## config.mk

```make
export PLATFORM = sky130hd
export DESIGN_NAME = gpu_ingress_queue
export DESIGN_NICKNAME = d
export VERILOG_FILES = /design/src/rtl/gpu_ingress_queue.sv
export SDC_FILE = /design/constraint.sdc
export NUM_CORES = 1
export LEC_CHECK = 0
export ABC_CLOCK_PERIOD_IN_PS = 1970
export CAP_MARGIN = 20
export CORE_MARGIN = 2
export CORE_UTILIZATION = 53
export DETAILED_ROUTE_END_ITERATION = 7
export GPL_TIMING_DRIVEN = 0
export MAX_ROUTING_LAYER = met4
export PLACE_DENSITY = 0.78
export SYNTH_ARGS = -nofsm -noshare
export SYNTH_HDL_FRONTEND = slang
export SYNTH_SLANG_ARGS = --single-unit
```

## constraint.sdc

```tcl
create_clock -name clk -period 1.97 [get_ports clk]
set_input_delay 0.394 -clock clk [delete_from_list [all_inputs] [get_ports clk]]
set_output_delay 0.394 -clock clk [all_outputs]
set_load 0.05 [all_outputs]
```

## src/rtl/gpu_ingress_queue.sv

```systemverilog
`default_nettype none
// ============================================================================
// Module   : gpu_ingress_queue
// Purpose  : GPU-side ingress FIFO for a group-7 leaf router. Accepts
//            {dest, flit} pairs from the GPU with a valid/ready handshake and
//            presents them first-word-fall-through to the router's GPU port.
//            It also drives the router's ingress full/empty status bits and
//            supports a synchronous flush.
// Ports    : clk, reset                      - clock, sync active-high reset
//            gpu_wr_data/dest/valid/ready    - GPU write handshake
//            rtr_data/dest_addr/valid/ready  - head entry towards the router
//            flush                           - discard all queued entries
//            fifo_full, fifo_empty, occupancy- registered status
//            local_count, remote_count       - popped-flit statistics
// Config   : GPU_INGRESS_STATS_EN - when defined, implements local/remote pop
//            counters. When undefined, both count outputs are tied to zero.
// Revision : 1.0 - initial release
// ============================================================================
module gpu_ingress_queue #(
    parameter int         DWIDTH     = 16,
    parameter int         FIFO_DEPTH = 8,
    parameter logic [3:0] GROUP_ID   = 4'b0111
) (
    input  logic                          clk,
    input  logic                          reset,
    input  logic [DWIDTH-1:0]             gpu_wr_data,
    input  logic [5:0]                    gpu_wr_dest,
    input  logic                          gpu_wr_valid,
    output logic                          gpu_wr_ready,
    output logic [DWIDTH-1:0]             rtr_data,
    output logic [5:0]                    rtr_dest_addr,
    output logic                          rtr_valid,
    input  logic                          rtr_ready,
    input  logic                          flush,
    output logic                          fifo_full,
    output logic                          fifo_empty,
    output logic [$clog2(FIFO_DEPTH):0]   occupancy,
    output logic [15:0]                   local_count,
    output logic [15:0]                   remote_count
);

    localparam int c_AW = $clog2(FIFO_DEPTH);
    localparam int c_OW = c_AW + 1;
    localparam int c_EW = DWIDTH + 6;

    localparam logic [c_AW-1:0] c_PTR_ONE  = 1;
    localparam logic [c_OW-1:0] c_OCC_ONE  = 1;
    localparam logic [c_OW-1:0] c_OCC_FULL = c_OW'(FIFO_DEPTH);

    localparam logic [0:0] c_ST_RUN   = 1'b0;
    localparam logic [0:0] c_ST_FLUSH = 1'b1;

    logic [0:0]      r_state;
    logic [0:0]      w_state_nxt;
    logic [c_EW-1:0] r_mem [FIFO_DEPTH];
    logic [c_AW-1:0] r_wr_ptr;
    logic [c_AW-1:0] r_rd_ptr;
    logic [c_OW-1:0] r_occ;
    logic [c_OW-1:0] w_occ_nxt;
    logic            r_full;
    logic            r_empty;
    logic            w_run;
    logic            w_clear;
    logic            w_push;
    logic            w_pop;
    logic [c_EW-1:0] w_head;

    // ------------------------------------------------------------------
    // Flush FSM
    // ------------------------------------------------------------------
    always_ff @(posedge clk) begin
        if (reset) begin
            r_state <= c_ST_RUN;
        end else begin
            r_state <= w_state_nxt;
        end
    end

    always_comb begin
        w_state_nxt = r_state;
        case (r_state)
            c_ST_RUN:   if (flush)  w_state_nxt = c_ST_FLUSH;
            c_ST_FLUSH: if (!flush) w_state_nxt = c_ST_RUN;
            default:    w_state_nxt = c_ST_RUN;
        endcase
    end

    assign w_run = (r_state == c_ST_RUN);

    // The flush request edge and every FLUSH cycle force pointers/occupancy
    // to zero; a handshake coinciding with the request is dropped.
    assign w_clear = !w_run || flush;

    assign gpu_wr_ready = w_run && !r_full;
    assign rtr_valid    = w_run && !r_empty;

    assign w_push = gpu_wr_valid && gpu_wr_ready && !flush;
    assign w_pop  = rtr_valid && rtr_ready && !flush;

    // ------------------------------------------------------------------
    // Occupancy / pointers / status
    // ------------------------------------------------------------------
    always_comb begin
        w_occ_nxt = r_occ;
        if (w_clear) begin
            w_occ_nxt = '0;
        end else if (w_push && !w_pop) begin
            w_occ_nxt = r_occ + c_OCC_ONE;
        end else if (w_pop && !w_push) begin
            w_occ_nxt = r_occ - c_OCC_ONE;
        end
    end

    always_ff @(posedge clk) begin
        if (reset) begin
            r_wr_ptr <= '0;
            r_rd_ptr <= '0;
            r_occ    <= '0;
            r_full   <= 1'b0;
            r_empty  <= 1'b1;
        end else begin
            r_occ   <= w_occ_nxt;
            // Status flags are registered from the next occupancy so they
            // track the count exactly after every edge.
            r_full  <= (w_occ_nxt == c_OCC_FULL);
            r_empty <= (w_occ_nxt == '0);
            if (w_clear) begin
                r_wr_ptr <= '0;
                r_rd_ptr <= '0;
            end else begin
                if (w_push) r_wr_ptr <= r_wr_ptr + c_PTR_ONE;
                if (w_pop)  r_rd_ptr <= r_rd_ptr + c_PTR_ONE;
            end
        end
    end

    // Storage is cleared on reset so the head outputs read zero afterwards.
    always_ff @(posedge clk) begin
        if (reset) begin
            for (int i = 0; i < FIFO_DEPTH; i++) begin
                r_mem[i] <= '0;
            end
        end else if (w_push) begin
            r_mem[r_wr_ptr] <= {gpu_wr_dest, gpu_wr_data};
        end
    end

    assign w_head        = r_mem[r_rd_ptr];
    assign rtr_data      = w_head[DWIDTH-1:0];
    assign rtr_dest_addr = w_head[c_EW-1:DWIDTH];
    assign fifo_full     = r_full;
    assign fifo_empty    = r_empty;
    assign occupancy     = r_occ;

    // ------------------------------------------------------------------
    // Optional pop statistics
    // ------------------------------------------------------------------
`ifdef GPU_INGRESS_STATS_EN
    logic [15:0] r_local_cnt;
    logic [15:0] r_remote_cnt;
    logic        w_is_local;

    // The upper four destination bits name the group.
    assign w_is_local = (w_head[c_EW-1:DWIDTH+2] == GROUP_ID);

    always_ff @(posedge clk) begin
        if (reset) begin
            r_local_cnt  <= 16'h0000;
            r_remote_cnt <= 16'h0000;
        end else if (w_pop) begin
            if (w_is_local) r_local_cnt  <= r_local_cnt + 16'h0001;
            else            r_remote_cnt <= r_remote_cnt + 16'h0001;
        end
    end

    assign local_count  = r_local_cnt;
    assign remote_count = r_remote_cnt;
`else
    assign local_count  = 16'h0000;
    assign remote_count = 16'h0000;
`endif

endmodule
`default_nettype wire

```

======== After elaboration in Yosys (flattened, before gate mapping) ========
Memory sizes are Yosys's and may differ from the RTL's. A register that Yosys moved wholly into a read port is not among the register bits.
Index checks and enable logic that the tools add are counted.
W data, S select, Z words.
operators by class
  $add $sub $neg .......................... 4
  reductions and logical operators ........ 17
  multiplexer cells ....................... 14
  bitwise logic cells ..................... 1
  equal/unequal tests ..................... 1
operators by type and width
  kind                   count
  $mux W22               1
  $reduce_or A22 Y1      1
  $mux W4                3
  $mux W3                3
  $logic_and A1 B1 Y1    8
  $mux W1                7
  $add A3 B1 Y3 const B  2
  $logic_not A1 Y1       5
  $add A4 B1 Y4 const B  1
  $eq A4 B4 Y1 const B   1
  $logic_not A4 Y1       1
  $sub A4 B1 Y4 const B  1
  $reduce_or A2 Y1       1
  $logic_or A1 B1 Y1     1
  $not A1 Y1             1
word-level totals
  bits in writable memories ............... 176
  memories ................................ 1
  word-level logic and storage cells ...... 44
  register bits ........................... 13
memories
  name   depth  width  read ports  clocked after Yosys merged registers in  wr ports  RTL line  RTL
  r_mem  8      22     1           1                                        8         55        logic [c_EW-1:0] r_mem [FIFO_DEPTH];

======== Depth between registers and ports, before layout ========
  depth in word-level cells ............... 10
  mapped depth ............................ 6
  depth with buffers taken out ............ 6

======== Worst setup path after synthesis ========
Ideal clock, no wire load.
  path type ............................... register -> register
  from .................................... reg r_full, in the netlist fifo_full
  to ...................................... mem r_mem[1][0] (netlist bit) (enable)
  cell stages (with the launch flop) ...... 6
  data required time ...................... 1.618 ns
  buffers on the path ..................... 0
  setup slack ............................. -0.099 ns
  data arrival time ....................... 1.717 ns
  clock period less this slack ............ 2.069 ns
  setup time .............................. 0.352 ns
  cells stage by stage .................... dfxtp_1 nand2b_4 nor4_4 nand2_4 nor3_4 or2_2
RTL lines
  item                      RTL line  RTL
  start: declaration        60        logic r_full;
  start signal: assignment  125       r_full <= (w_occ_nxt == c_OCC_FULL);
  end: declaration          55

==> impl_metrics.xml <==
<?xml version="1.0" encoding="UTF-8"?>
<metrics>
  <group name="timing">
    <metric name="timing.final.max_slew_violations" unit="">0</metric>
    <metric name="worst_slew_pin_slew" unit="ps">499.3</metric>
    <metric name="clock_skew" unit="ps">6.967</metric>
    <metric name="finalCritPeriodShare" unit="%">127.8</metric>
    <metric name="rsz_0062_raised_after_global_routing" unit="">true</metric>
    <metric name="final_hold_viol_count" unit="">0</metric>
    <metric name="slew_headroom" unit="%">66.66</metric>
    <metric name="achievable-frequency" unit="MHz">397.1</metric>
    <metric name="final_setup_violating_endpoints" unit="">22</metric>
    <metric name="post-route-worst-setup-slack" unit="ps">-548.1</metric>
    <metric name="layout_min_cycle_time" unit="ps">2518</metric>
    <metric name="holdWs" unit="ps">325.4</metric>
  </group>
  <group name="place">
    <metric name="dp_hpwl" unit="um">11390</metric>
    <metric name="port_buffers" unit="">56</metric>
    <metric name="finalWeightedCongestion" unit="">0.7620</metric>
    <metric name="post_dp_cell_area" unit="sq um">9953</metric>
  </group>
  <group name="layout">
    <metric name="most_frequent_standard_cell_in_the_layout_excluding_fill_and_tap_cells" unit="">sky130_fd_sc_hd__edfxtp_1</metric>
    <metric name="layout.filler_cells" unit="">1148</metric>
    <metric name="area_delta_synth_final" unit="%">21.93</metric>
    <metric name="most-common-layout-cells" unit="">sky130_fd_sc_hd__edfxtp_1 (176), sky130_fd_sc_hd__and2_1 (174), sky130_fd_sc_hd__mux4_2 (44)</metric>
    <metric name="drive_above_1_share" unit="%">31.72</metric>
    <metric name="layout.nets" unit="">743</metric>
    <metric name="final_cell_area" unit="sq um">10960</metric>
    <metric name="diodes" unit="">0</metric>
    <metric name="post-route-util" unit="%">66.07</metric>
  </group>
  <group name="worst_setup_path">
    <metric name="worst_ep_required_time" unit="ps">1580</metric>
    <metric name="regToRegStartpoint" unit="">r_state</metric>
    <metric name="timing.reg2reg.worst_path_depth" unit="">5</metric>
    <metric name="crit_type" unit="">reg2out</metric>
    <metric name="regToRegSetupSlack" unit="ps">70</metric>
    <metric name="timing.rr.end" unit="">r_mem[2][14]</metric>
    <metric name="crit_path_start_kind" unit="">flop</metric>
    <metric name="arrival" unit="ps">2120</metric>
    <metric name="setup.worst_path.end_class" unit="">output port</metric>
    <metric name="cp_max_fo" unit="">8</metric>
  </group>
  <group name="routing">
    <metric name="ant_nets" unit="">0</metric>
    <metric name="routed_wire_length_per_instance" unit="um">21.52</metric>
    <metric name="route.vias.total" unit="">5206</metric>
    <metric name="detail_route.iter0.violations" unit="">472</metric>
    <metric name="drc_errors" unit="">0</metric>
    <metric name="wirelength" unit="um">20340</metric>
    <metric name="drt_first_pass_iters" unit="">4</metric>
    <metric name="vias_per_cell" unit="">5.509</metric>
  </group>
  <group name="clocking">
    <metric name="cts-htree-levels" unit="">4</metric>
    <metric name="clock_root_buffer" unit="">sky130_fd_sc_hd__clkbuf_16</metric>
    <metric name="cts.sink_count" unit="">192</metric>
    <metric name="cts_tree" unit="">yes</metric>
    <metric name="clk_transition_reported_paths" unit="ps">70</metric>
    <metric name="worstSkewPairLatency" unit="ps">430</metric>
    <metric name="tritoncts_buffers" unit="">17</metric>
    <metric name="ctsLongestPathBuffers" unit="">2</metric>
  </group>
  <group name="die">
    <metric name="placement_rows" unit="">47</metric>
    <metric name="width_of_the_die" unit="um">134.2</metric>
    <metric name="area_enclosed_by_the_die_boundary" unit="sq um">18010</metric>
    <metric name="placeableCoreArea" unit="sq um">16580</metric>
    <metric name="design.portCount" unit="">89</metric>
    <metric name="die_h" unit="um">134.2</metric>
    <metric name="start_util" unit="%">54.19</metric>
  </group>
  <group name="synth">
    <metric name="synth.largest_area_cell" unit="">sky130_fd_sc_hd__edfxtp_1</metric>
    <metric name="cell_area_synth" unit="sq um">8986</metric>
    <metric name="main_area_contributors_after_synthesis" unit="">sky130_fd_sc_hd__edfxtp_1 (59%), sky130_fd_sc_hd__and2_1 (12%), sky130_fd_sc_hd__mux4_2 (11%)</metric>
    <metric name="share_of_synthesized_area_occupied_by_flip_flops_and_latches" unit="%">62.38</metric>
    <metric name="synth-warning-count" unit="">0</metric>
    <metric name="number_of_different_library_cells_in_the_post_synthesis_netlist" unit="">43</metric>
    <metric name="synthesis.area_per_instance" unit="sq um">15.41</metric>
    <metric name="synth_register_bits" unit="">192</metric>
    <metric name="synth_top_area_share" unit="%">58.81</metric>
    <metric name="synthesis.instances" unit="">583</metric>
  </group>
  <group name="min_path">
    <metric name="hold_end" unit="">r_state</metric>
    <metric name="worst_hold_path_type" unit="">in2reg</metric>
    <metric name="holdPathStages" unit="">2</metric>
    <metric name="hp-start" unit="">flush</metric>
  </group>
  <group name="pwr">
    <metric name="share_comb_of_total_power" unit="%">9.6</metric>
    <metric name="power.ir.vdd_worst" unit="V">0.0006711</metric>
    <metric name="share_of_total_power_in_the_clock_network" unit="%">38.3</metric>
    <metric name="seq_power_share" unit="%">52.1</metric>
    <metric name="fin_total_pwr" unit="mW">8.863</metric>
    <metric name="power.net_switching" unit="mW">2.021</metric>
    <metric name="internal_power" unit="mW">6.842</metric>
    <metric name="swShare" unit="%">22.81</metric>
    <metric name="static_power_due_to_leakage" unit="nW">4.203</metric>
    <metric name="power.density" unit="nW/um^2">808.9</metric>
  </group>
  <group name="flow_run">
    <metric name="drv.max_cap_violation_count" unit="">0</metric>
  </group>
  <group name="global_routing">
    <metric name="grt_util_all_layers" unit="%">24.30</metric>
    <metric name="grt_overflow_total" unit="">0</metric>
    <metric name="maximum_number_of_pins_on_one_net_before_global_route_repair" unit="">23</metric>
    <metric name="number_of_global_route_vias_before_repair" unit="">5368</metric>
    <metric name="grt_antenna_before_repair" unit="">0</metric>
    <metric name="first_pass_grt_wire_length" unit="um">30600</metric>
  </group>
  <group name="run_status">
    <metric name="violations_in_the_final_reports" unit="">negative setup slack</metric>
    <metric name="outcome" unit="">complete, but fails checks</metric>
  </group>
</metrics>
[power groups by stage]
| stage | clock (mW) | combinational [mW] | sequential, mW |
|---|---|---|---|
| after floorplan | 0 | 0.529 | 4.70 |
| after global placement | 0 | 0.762 | 4.69 |
| after detailed placement | 0 | 0.768 | 4.71 |
| after CTS | 3.41 | 0.837 | 4.62 |
| after global routing | 3.57 | 0.888 | 4.63 |
| final | 3.39 | 0.851 | 4.62 |
[Yosys cell counts]
master / n
sky130_fd_sc_hd__conb_1: 1
sky130_fd_sc_hd__a21boi_1: 1
sky130_fd_sc_hd__or2_2: 8
sky130_fd_sc_hd__nor3_1: 1
sky130_fd_sc_hd__edfxtp_1: 176
sky130_fd_sc_hd__nand2_1: 7
sky130_fd_sc_hd__nand2b_4: 2
sky130_fd_sc_hd__dfxtp_1: 16
sky130_fd_sc_hd__mux2_2: 22
sky130_fd_sc_hd__and2_1: 176
sky130_fd_sc_hd__buf_6: 8
sky130_fd_sc_hd__nor2b_1: 2
sky130_fd_sc_hd__xnor2_1: 3
sky130_fd_sc_hd__nor3b_1: 1
sky130_fd_sc_hd__a21oi_1: 4
sky130_fd_sc_hd__o32a_1: 1
sky130_fd_sc_hd__o31a_1: 1
sky130_fd_sc_hd__buf_4: 33
sky130_fd_sc_hd__clkbuf_1: 6
sky130_fd_sc_hd__a22oi_1: 1
sky130_fd_sc_hd__nor2_2: 1
sky130_fd_sc_hd__nor4_4: 1
sky130_fd_sc_hd__nor3_2: 1
sky130_fd_sc_hd__o21ai_1: 1
sky130_fd_sc_hd__buf_1: 2
sky130_fd_sc_hd__nor2_1: 15
sky130_fd_sc_hd__mux4_2: 44
sky130_fd_sc_hd__nor2_4: 5
sky130_fd_sc_hd__o21ai_0: 1
sky130_fd_sc_hd__buf_2: 15
sky130_fd_sc_hd__nor4_1: 1
sky130_fd_sc_hd__or3_1: 4
sky130_fd_sc_hd__a21boi_0: 1
sky130_fd_sc_hd__a21o_1: 1
sky130_fd_sc_hd__inv_1: 1
sky130_fd_sc_hd__ha_1: 4
sky130_fd_sc_hd__xor2_1: 4
sky130_fd_sc_hd__nand3_1: 3
sky130_fd_sc_hd__nor3_4: 2
sky130_fd_sc_hd__nand2b_1: 3
sky130_fd_sc_hd__inv_2: 1
sky130_fd_sc_hd__nor2b_2: 1
sky130_fd_sc_hd__nand2_4: 1
[area by class of cell]
class | instances | area, sq um | area share (%)
multi-input cells | 366 | 3193 | 29.14
plain buffers | 64 | 516.7 | 4.716
clock buffers | 25 | 550.5 | 5.025
inverters | 2 | 7.507 | 0.06852
clock inverters | 7 | 42.54 | 0.3883
well taps | 220 | 275.3 | 2.512
flip-flops and latches | 192 | 5608 | 51.18
repair buffers | 69 | 763.2 | 6.966
[state kept, by name (all words and copies together) (netlist names), named ones only]
| signal | cells |
|---|---|
| r_mem | 176 |
| occupancy | 4 |
| r_rd_ptr | 3 |
| r_wr_ptr | 3 |
| fifo_empty | 1 |
| fifo_full | 1 |
| r_state | 1 |
[layer usage]
metal	GRT usage (%)	share of wire (%)	up-vias
met2	39.23	51	251
met5	-	0	-
li1	-	-	2317
met3	5.480	7.8	39
met1	30.05	38	2599
met4	9.766	2.5	0
[how the worst max path moves through the flow]
| stage | end | depth (start not counted) | from |
|---|---|---|---|
| 3_5_place_dp | rtr_data[12] | 5 | flop |
| 2_1_floorplan | r_mem[6][0] | 5 | fifo_full |
| 4_1_cts | rtr_dest_addr[0] | 6 | flop |
| 3_3_place_gp | rtr_data[12] | 5 | flop |
| 6_report | rtr_dest_addr[5] | 6 | flop |
| 5_1_grt | rtr_dest_addr[0] | 6 | flop |
[critical path, cell delays in order (launching register included)]
cell and delay (ps):
sky130_fd_sc_hd__dfxtp_2 350, sky130_fd_sc_hd__buf_12 160, sky130_fd_sc_hd__buf_8 130, sky130_fd_sc_hd__buf_4 110, sky130_fd_sc_hd__mux4_2 490, sky130_fd_sc_hd__mux2_4 300, sky130_fd_sc_hd__buf_6 160
[kinds of logic (layout without fill, tap and decap cells)]
group	after synthesis	in the layout	share of synthesized area [%]
muxes	66	66	13.78
and+or+nand+nor	235	245	16.67
AOI/OAI and AO/OA	12	12	0.8772
buffers and inverters	66	167	5.013
DFF	192	192	62.38
adders and majority gates	4	4	0.5570
xor gates and xnor gates	7	7	0.6823
other	1	32	0.04173
[through the flow]
step	std cells	setup slack [ps]	TNS, ps
finish	945	-548.1	-10790
global route	945	-596.3	-12040
CTS	941	-546.2	-11300
detailed placement	890	-1005	-158370
global placement	890	-948.4	-148620
floorplan	614	4.984	0
[repair_timing]
action                                 4_1_cts  5_1_grt
hold buffers                                 0        0
endpoints found under the hold margin        0        0
buffers inserted                             9        2
gates resized for setup                    213        7
gates cloned                                10        2
setup endpoints to repair                  183      248
pin swaps                                    3        3
(Power assumes the default switching activity.)
